$ cat config.mk
export PLATFORM = sky130hd
export DESIGN_NAME = pong_ball_engine
export DESIGN_NICKNAME = d
export VERILOG_FILES = /design/src/rtl/pong_ball_engine.sv
export SDC_FILE = /design/constraint.sdc
export NUM_CORES = 1
export LEC_CHECK = 0
export ABC_AREA = 1
export BUFFER_PORTS_ARGS = -buffer_cell sky130_fd_sc_hd__clkbuf_2
export CORE_MARGIN = 2
export CORE_UTILIZATION = 40
export CTS_CLUSTER_DIAMETER = 60
export DETAILED_ROUTE_END_ITERATION = 6
export PLACE_DENSITY = 0.67
export SLEW_MARGIN = 20
export SYNTH_ARGS = -nofsm -noshare
export SYNTH_HDL_FRONTEND = slang
export SYNTH_SLANG_ARGS = --single-unit
$ cat constraint.sdc
create_clock -name CLOCK_50 -period 13.7 [get_ports CLOCK_50]
set_input_delay 1.37 -clock CLOCK_50 [delete_from_list [all_inputs] [get_ports CLOCK_50]]
set_output_delay 1.37 -clock CLOCK_50 [all_outputs]
set_load 0.01 [all_outputs]
$ cat src/rtl/pong_ball_engine.sv
// pong_ball_engine: single-ball Pong physics for the local half of a two-screen
// game. Serves or accepts a ball, moves it once per frame, bounces it off the
// walls and the local paddle, and hands it to the remote side at the right edge.
module pong_ball_engine #(
  parameter int SCREEN_W  = 640,
  parameter int SCREEN_H  = 480,
  parameter int BALL_SIZE = 10,
  parameter int VEL_W     = 4,
  parameter int PADDLE_X  = 10,
  parameter int PADDLE_W  = 4,
  parameter int PADDLE_H  = 60,
  parameter int SERVE_VX  = 2,
  parameter int SERVE_VY  = 1
) (
  input  logic             CLOCK_50,
  input  logic             reset,
  input  logic             frame_tick,
  input  logic             serve,
  input  logic [9:0]       paddle_y,
  input  logic             in_valid,
  output logic             in_ready,
  input  logic [8:0]       in_ball_y,
  input  logic [VEL_W-2:0] in_vel_x,
  input  logic [VEL_W-1:0] in_vel_y,
  output logic             out_valid,
  input  logic             out_ready,
  output logic [8:0]       out_ball_y,
  output logic [VEL_W-2:0] out_vel_x,
  output logic [VEL_W-1:0] out_vel_y,
  output logic [9:0]       ball_left,
  output logic [9:0]       ball_top,
  output logic             ball_visible,
  output logic             hit,
  output logic             miss
);

  typedef enum logic [1:0] {IDLE, PLAY, EXIT} state_t;

  localparam logic signed [10:0] LIMIT_BOTTOM = 11'(SCREEN_H - 1);
  localparam logic signed [10:0] LIMIT_RIGHT  = 11'(SCREEN_W - 1);
  localparam logic signed [10:0] BALL_S       = 11'(BALL_SIZE);
  localparam logic signed [10:0] PADDLE_EDGE  = 11'(PADDLE_X + PADDLE_W);
  localparam logic [10:0]        BALL_SPAN    = 11'(BALL_SIZE - 1);
  localparam logic [10:0]        PADDLE_SPAN  = 11'(PADDLE_H - 1);
  localparam logic [9:0]         TOP_FLOOR    = 10'(SCREEN_H - 1 - BALL_SIZE);
  localparam logic [9:0]         ENTRY_LEFT   = 10'(SCREEN_W - 1 - BALL_SIZE);
  localparam logic [9:0]         CENTER_LEFT  = 10'(SCREEN_W / 2);
  localparam logic [9:0]         CENTER_TOP   = 10'(SCREEN_H / 2);
  localparam logic [9:0]         HIT_LEFT     = 10'(PADDLE_X + PADDLE_W + 1);
  localparam logic [VEL_W-1:0]   SERVE_VX_V   = VEL_W'(SERVE_VX);
  localparam logic [VEL_W-1:0]   SERVE_VY_V   = VEL_W'(SERVE_VY);
  localparam logic [VEL_W-1:0]   VEL_MIN      = {1'b1, {(VEL_W-1){1'b0}}};

  state_t                  state_q, state_d;
  logic [9:0]              ballLeft_q, ballLeft_d;
  logic [9:0]              ballTop_q, ballTop_d;
  logic signed [VEL_W-1:0] vx_q, vx_d;
  logic signed [VEL_W-1:0] vy_q, vy_d;
  logic [8:0]              outY_q, outY_d;
  logic [VEL_W-2:0]        outVx_q, outVx_d;
  logic [VEL_W-1:0]        outVy_q, outVy_d;
  logic                    hit_q, hit_d;
  logic                    miss_q, miss_d;

  logic signed [10:0]      candLeft;
  logic signed [10:0]      candTop;
  logic [9:0]              newTop;
  logic signed [VEL_W-1:0] newVy;
  logic                    overlap;
  logic signed [VEL_W-1:0] absVx;
  logic signed [VEL_W-1:0] inMag;

  function automatic logic signed [VEL_W-1:0] negSat(input logic signed [VEL_W-1:0] v);
    if (v == VEL_MIN) negSat = ~VEL_MIN;
    else              negSat = -v;
  endfunction

  // Next-state logic: serve/accept in IDLE, per-frame physics in PLAY, hand-off in EXIT
  always_comb begin
    state_d    = state_q;
    ballLeft_d = ballLeft_q;
    ballTop_d  = ballTop_q;
    vx_d       = vx_q;
    vy_d       = vy_q;
    outY_d     = outY_q;
    outVx_d    = outVx_q;
    outVy_d    = outVy_q;
    hit_d      = 1'b0;
    miss_d     = 1'b0;

    candLeft = $signed({1'b0, ballLeft_q}) + $signed({{(11-VEL_W){vx_q[VEL_W-1]}}, vx_q});
    candTop  = $signed({1'b0, ballTop_q})  + $signed({{(11-VEL_W){vy_q[VEL_W-1]}}, vy_q});

    newTop = ballTop_q;
    newVy  = vy_q;
    if (candTop <= 11'sd0) begin
      newTop = '0;
      newVy  = negSat(vy_q);
    end else if (candTop + BALL_S >= LIMIT_BOTTOM) begin
      newTop = TOP_FLOOR;
      newVy  = negSat(vy_q);
    end else begin
      newTop = candTop[9:0];
    end

    overlap = ({1'b0, newTop} <= {1'b0, paddle_y} + PADDLE_SPAN) &&
              ({1'b0, newTop} + BALL_SPAN >= {1'b0, paddle_y});

    absVx = vx_q[VEL_W-1] ? negSat(vx_q) : vx_q;
    inMag = {1'b0, in_vel_x};

    case (state_q)
      IDLE: begin
        if (in_valid) begin
          state_d    = PLAY;
          ballLeft_d = ENTRY_LEFT;
          ballTop_d  = {1'b0, in_ball_y};
          vx_d       = -inMag;
          vy_d       = in_vel_y;
        end else if (serve) begin
          state_d    = PLAY;
          ballLeft_d = CENTER_LEFT;
          ballTop_d  = CENTER_TOP;
          vx_d       = SERVE_VX_V;
          vy_d       = SERVE_VY_V;
        end
      end
      PLAY: begin
        if (frame_tick) begin
          if (vx_q[VEL_W-1] && (candLeft <= PADDLE_EDGE) && overlap) begin
            ballLeft_d = HIT_LEFT;
            ballTop_d  = newTop;
            vx_d       = negSat(vx_q);
            vy_d       = newVy;
            hit_d      = 1'b1;
          end else if (vx_q[VEL_W-1] && (candLeft <= 11'sd0)) begin
            state_d = IDLE;
            miss_d  = 1'b1;
          end else if (candLeft + BALL_S >= LIMIT_RIGHT) begin
            state_d    = EXIT;
            ballLeft_d = candLeft[9:0];
            ballTop_d  = newTop;
            vy_d       = newVy;
            outY_d     = newTop[8:0];
            outVx_d    = absVx[VEL_W-2:0] | {(VEL_W-1){absVx[VEL_W-1]}};
            outVy_d    = newVy;
          end else begin
            ballLeft_d = candLeft[9:0];
            ballTop_d  = newTop;
            vy_d       = newVy;
          end
        end
      end
      EXIT: begin
        if (out_ready) state_d = IDLE;
      end
      default: state_d = IDLE;
    endcase
  end

  // State and datapath registers; reset recentres the ball and drops any pending hand-off
  always_ff @(posedge CLOCK_50 or posedge reset) begin
    if (reset) begin
      state_q    <= IDLE;
      ballLeft_q <= CENTER_LEFT;
      ballTop_q  <= CENTER_TOP;
      vx_q       <= '0;
      vy_q       <= '0;
      outY_q     <= '0;
      outVx_q    <= '0;
      outVy_q    <= '0;
      hit_q      <= 1'b0;
      miss_q     <= 1'b0;
    end else begin
      state_q    <= state_d;
      ballLeft_q <= ballLeft_d;
      ballTop_q  <= ballTop_d;
      vx_q       <= vx_d;
      vy_q       <= vy_d;
      outY_q     <= outY_d;
      outVx_q    <= outVx_d;
      outVy_q    <= outVy_d;
      hit_q      <= hit_d;
      miss_q     <= miss_d;
    end
  end

  assign in_ready     = (state_q == IDLE);
  assign out_valid    = (state_q == EXIT);
  assign ball_visible = (state_q == PLAY);
  assign ball_left    = ballLeft_q;
  assign ball_top     = ballTop_q;
  assign out_ball_y   = outY_q;
  assign out_vel_x    = outVx_q;
  assign out_vel_y    = outVy_q;
  assign hit          = hit_q;
  assign miss         = miss_q;

endmodule

==> flow_metrics.env <==
export IMPL_first_global_vias=4487
export IMPL_crit_slowest_cell="fa_1"
export IMPL_skew_ps=7.23
export IMPL_rows=40
export IMPL_clock_sinks=48
export IMPL_start_util_pct=41.4
export IMPL_critPathCaptureType="register"
export IMPL_tritoncts="yes"
export IMPL_finalHoldViolCount=0
export IMPL_clk_path_buf_depth=2
export IMPL_fmax_mhz=171
export IMPL_cts_root_buffer="clkbuf_16"
export IMPL_synth_distinct_cells=47
export IMPL_clk_latency_ps=290
export IMPL_path_max_fanout=24
export IMPL_ys_seq_area_share_pct=24.1
export IMPL_grt_max_degree=49
export IMPL_dr_total_vias=4899
export IMPL_ys_async_sr_fraction_pct=100
export IMPL_post_cts_buffers=0
export IMPL_cp_start_kind="register"
export IMPL_ys_ff_latch=48
export IMPL_gp_congestion=0.912
export IMPL_wl_um=13200
export IMPL_grt_total_usage_pct=20.3
export IMPL_setup_viol=0
export IMPL_die_y_um=116
export IMPL_antenna_found_initial=0
export IMPL_antenna_cells_inserted=0
export IMPL_h_tree_depth=2
export IMPL_synth_area_leaders="dfrtp_1 (21%), nand2_1 (16%), ha_1 (12%)"
export IMPL_grt_pass1_wl_um=21700
export IMPL_drive_gt1_share_pct=17.5
export IMPL_netlist_area_sq_mm=0.00502
export IMPL_relSlewSlack_pct=39.0
export IMPL_post_drt_wl_per_cell_um=13.6
export IMPL_cts_clk_slew_worst_paths_ps=60
export IMPL_rsz0062_at_grt="false"
export IMPL_post_dp_hpwl_um=10600
export IMPL_maxCapViolations=0
export IMPL_cts_resized=0
export IMPL_portBuffers=72
export IMPL_finalMaxSlewViolations=0
export IMPL_grt_overflow_total=0
export IMPL_ios=73
export IMPL_crit_type="register to register"
export IMPL_yosysTopAreaCellShare_pct=21.0
export IMPL_drt_iter0_drc=329
export IMPL_min_delay_path_class="register to register"
export IMPL_setup_tns_ps=0
export IMPL_worst_pin_slew_ps=913
export IMPL_netlist_instances=737
export IMPL_ys_flop_type="dfrtp_1"
export IMPL_crit_arrival_ps=6070
export IMPL_dieArea_sq_mm=0.0135
export IMPL_numCtsBuffers=5
export IMPL_period_share_pct=42.6
export IMPL_ant_nets=0
export IMPL_ys_warn_count=0
export IMPL_drc=0
export IMPL_slowest_delay_ps=430
export IMPL_min_period_ps=5840
export IMPL_synth_edff_count=0
export IMPL_status="complete, no violations"
export IMPL_drt_pass1_iter_count=5
export IMPL_layout_nets=887
export IMPL_cts_hold_buffers_added=0
export IMPL_cp_common_cell="nand2_1"
export IMPL_area_growth_pct=13.8
export IMPL_syn_num_nets=820
export IMPL_die_w_um=116
export IMPL_synth_largest_area_cell="dfrtp_1"
export IMPL_critPathRequiredTime_ps=13930
export IMPL_coreArea_sq_mm=0.0121
export IMPL_via_per_inst=5.03
export IMPL_synth_area_per_cell_sq_um=6.81
[per-layer routing]
| layer | vias to the layer above | GRT usage [%] | wire (um) |
|---|---|---|---|
| li1 | 2544 | - | - |
| met1 | 2236 | 27.2 | 6020 |
| met2 | 106 | 35.2 | 6410 |
| met3 | 13 | 1.62 | 569 |
| met4 | 0 | 5.48 | 182 |
| met5 | - | 0 | 0 |
[state kept, by name, indices dropped and copies added, names as in the netlist]
register	cells
vx_q	4
out_vel_y	4
hit	1
ball_left	10
state_q	2
vy_q	4
ball_top	10
miss	1
out_vel_x	3
out_ball_y	9
[cells in the mapped netlist (12+ instances only)]
cell and count:
nand3_1 62, dfrtp_1 42, a21oi_1 37, o21ai_0 36, nand2_2 13, inv_1 93, nand2_4 15, xor2_1 22
nor2_1 41, nand2_1 218, ha_1 49, nand4_1 12, nor3_1 16
[cell usage in the layout, fill, tap and decap left out, types with 2 or more instances in the layout]
cell type	n
a211oi_1	3
a21o_1	2
a21oi_1	37
bufinv_16	2
clkbuf_16	5
clkbuf_2	72
clkinv_1	2
dfrtp_1	42
dfstp_2	6
fa_1	2
ha_1	49
inv_1	92
inv_2	6
nand2_1	218
nand2_2	13
nand2_4	15
nand2_8	2
nand3_1	62
nand3_2	4
nand3b_1	2
nand4_1	12
nor2_1	41
nor2_2	4
nor2_4	2
nor3_1	16
o21a_1	3
o21ai_0	36
o21ai_1	4
o21bai_1	2
o22ai_1	4
o31ai_1	3
or2_2	3
xnor2_1	2
xor2_1	22
[through the flow]
step / std cells / area [sq um] / setup WS (ps) / utilization [%] / hold slack, ps
3_3_place_gp: 965 / 5520 / 7990 / 45.6 / 467
4_1_cts: 973 / 5710 / 7820 / 47.1 / 483
2_1_floorplan: 737 / 5020 / 8640 / - / 475
6_report: 973 / 5710 / 7860 / 47.1 / 481
3_5_place_dp: 965 / 5520 / 7860 / 45.6 / 477
5_1_grt: 973 / 5710 / 7210 / 47.1 / 501
[worst paths after layout]
check                                to  cells after the start  slack [ps]    startpoint
hold / removal             ball_left[8]                      2         480  ball_left[8]
max in group asynchronous  ball_left[1]                      2       12000         reset
setup reg to reg            ball_top[7]                     35        7860   ball_top[0]
setup / recovery            ball_top[7]                     35        7860   ball_top[0]
hold reg to reg            ball_left[8]                      2         480  ball_left[8]
min in group asynchronous  ball_left[7]                      2        1200         reset
[critical path: cells and delay by family (launching register included)]
kind | cells | cell delay [ps]
and+or+nand+nor | 23 | 2840
adders and majority gates | 5 | 1470
AOI/OAI and AO/OA | 3 | 560
DFF | 1 | 420
xor gates and xnor gates | 2 | 330
buffers and inverters | 2 | 130
[logic make-up after synthesis]
group	after synthesis	share of synthesized area, %
AO/OA/AOI/OAI	104	12.1
XOR/XNOR	25	4.74
adder cells (fa/ha/maj)	51	13.0
buffers and inverters	114	9.08
flip-flops	48	24.1
AND/OR/NAND/NOR	395	37.0
[layout make-up]
type                            instances  area (sq um)
Clock inverter                          2          60.1
Sequential cell                        48          1210
Fill cell                            1277          6400
Inverter                              101           380
Tap cell                              168           210
Clock buffer                            6           129
Multi-Input combinational cell        575          3350
Timing Repair Buffer                   73           368
Power is not shown: default switching activity piles up to over one toggle a cycle in this logic, so the estimate is an artifact.
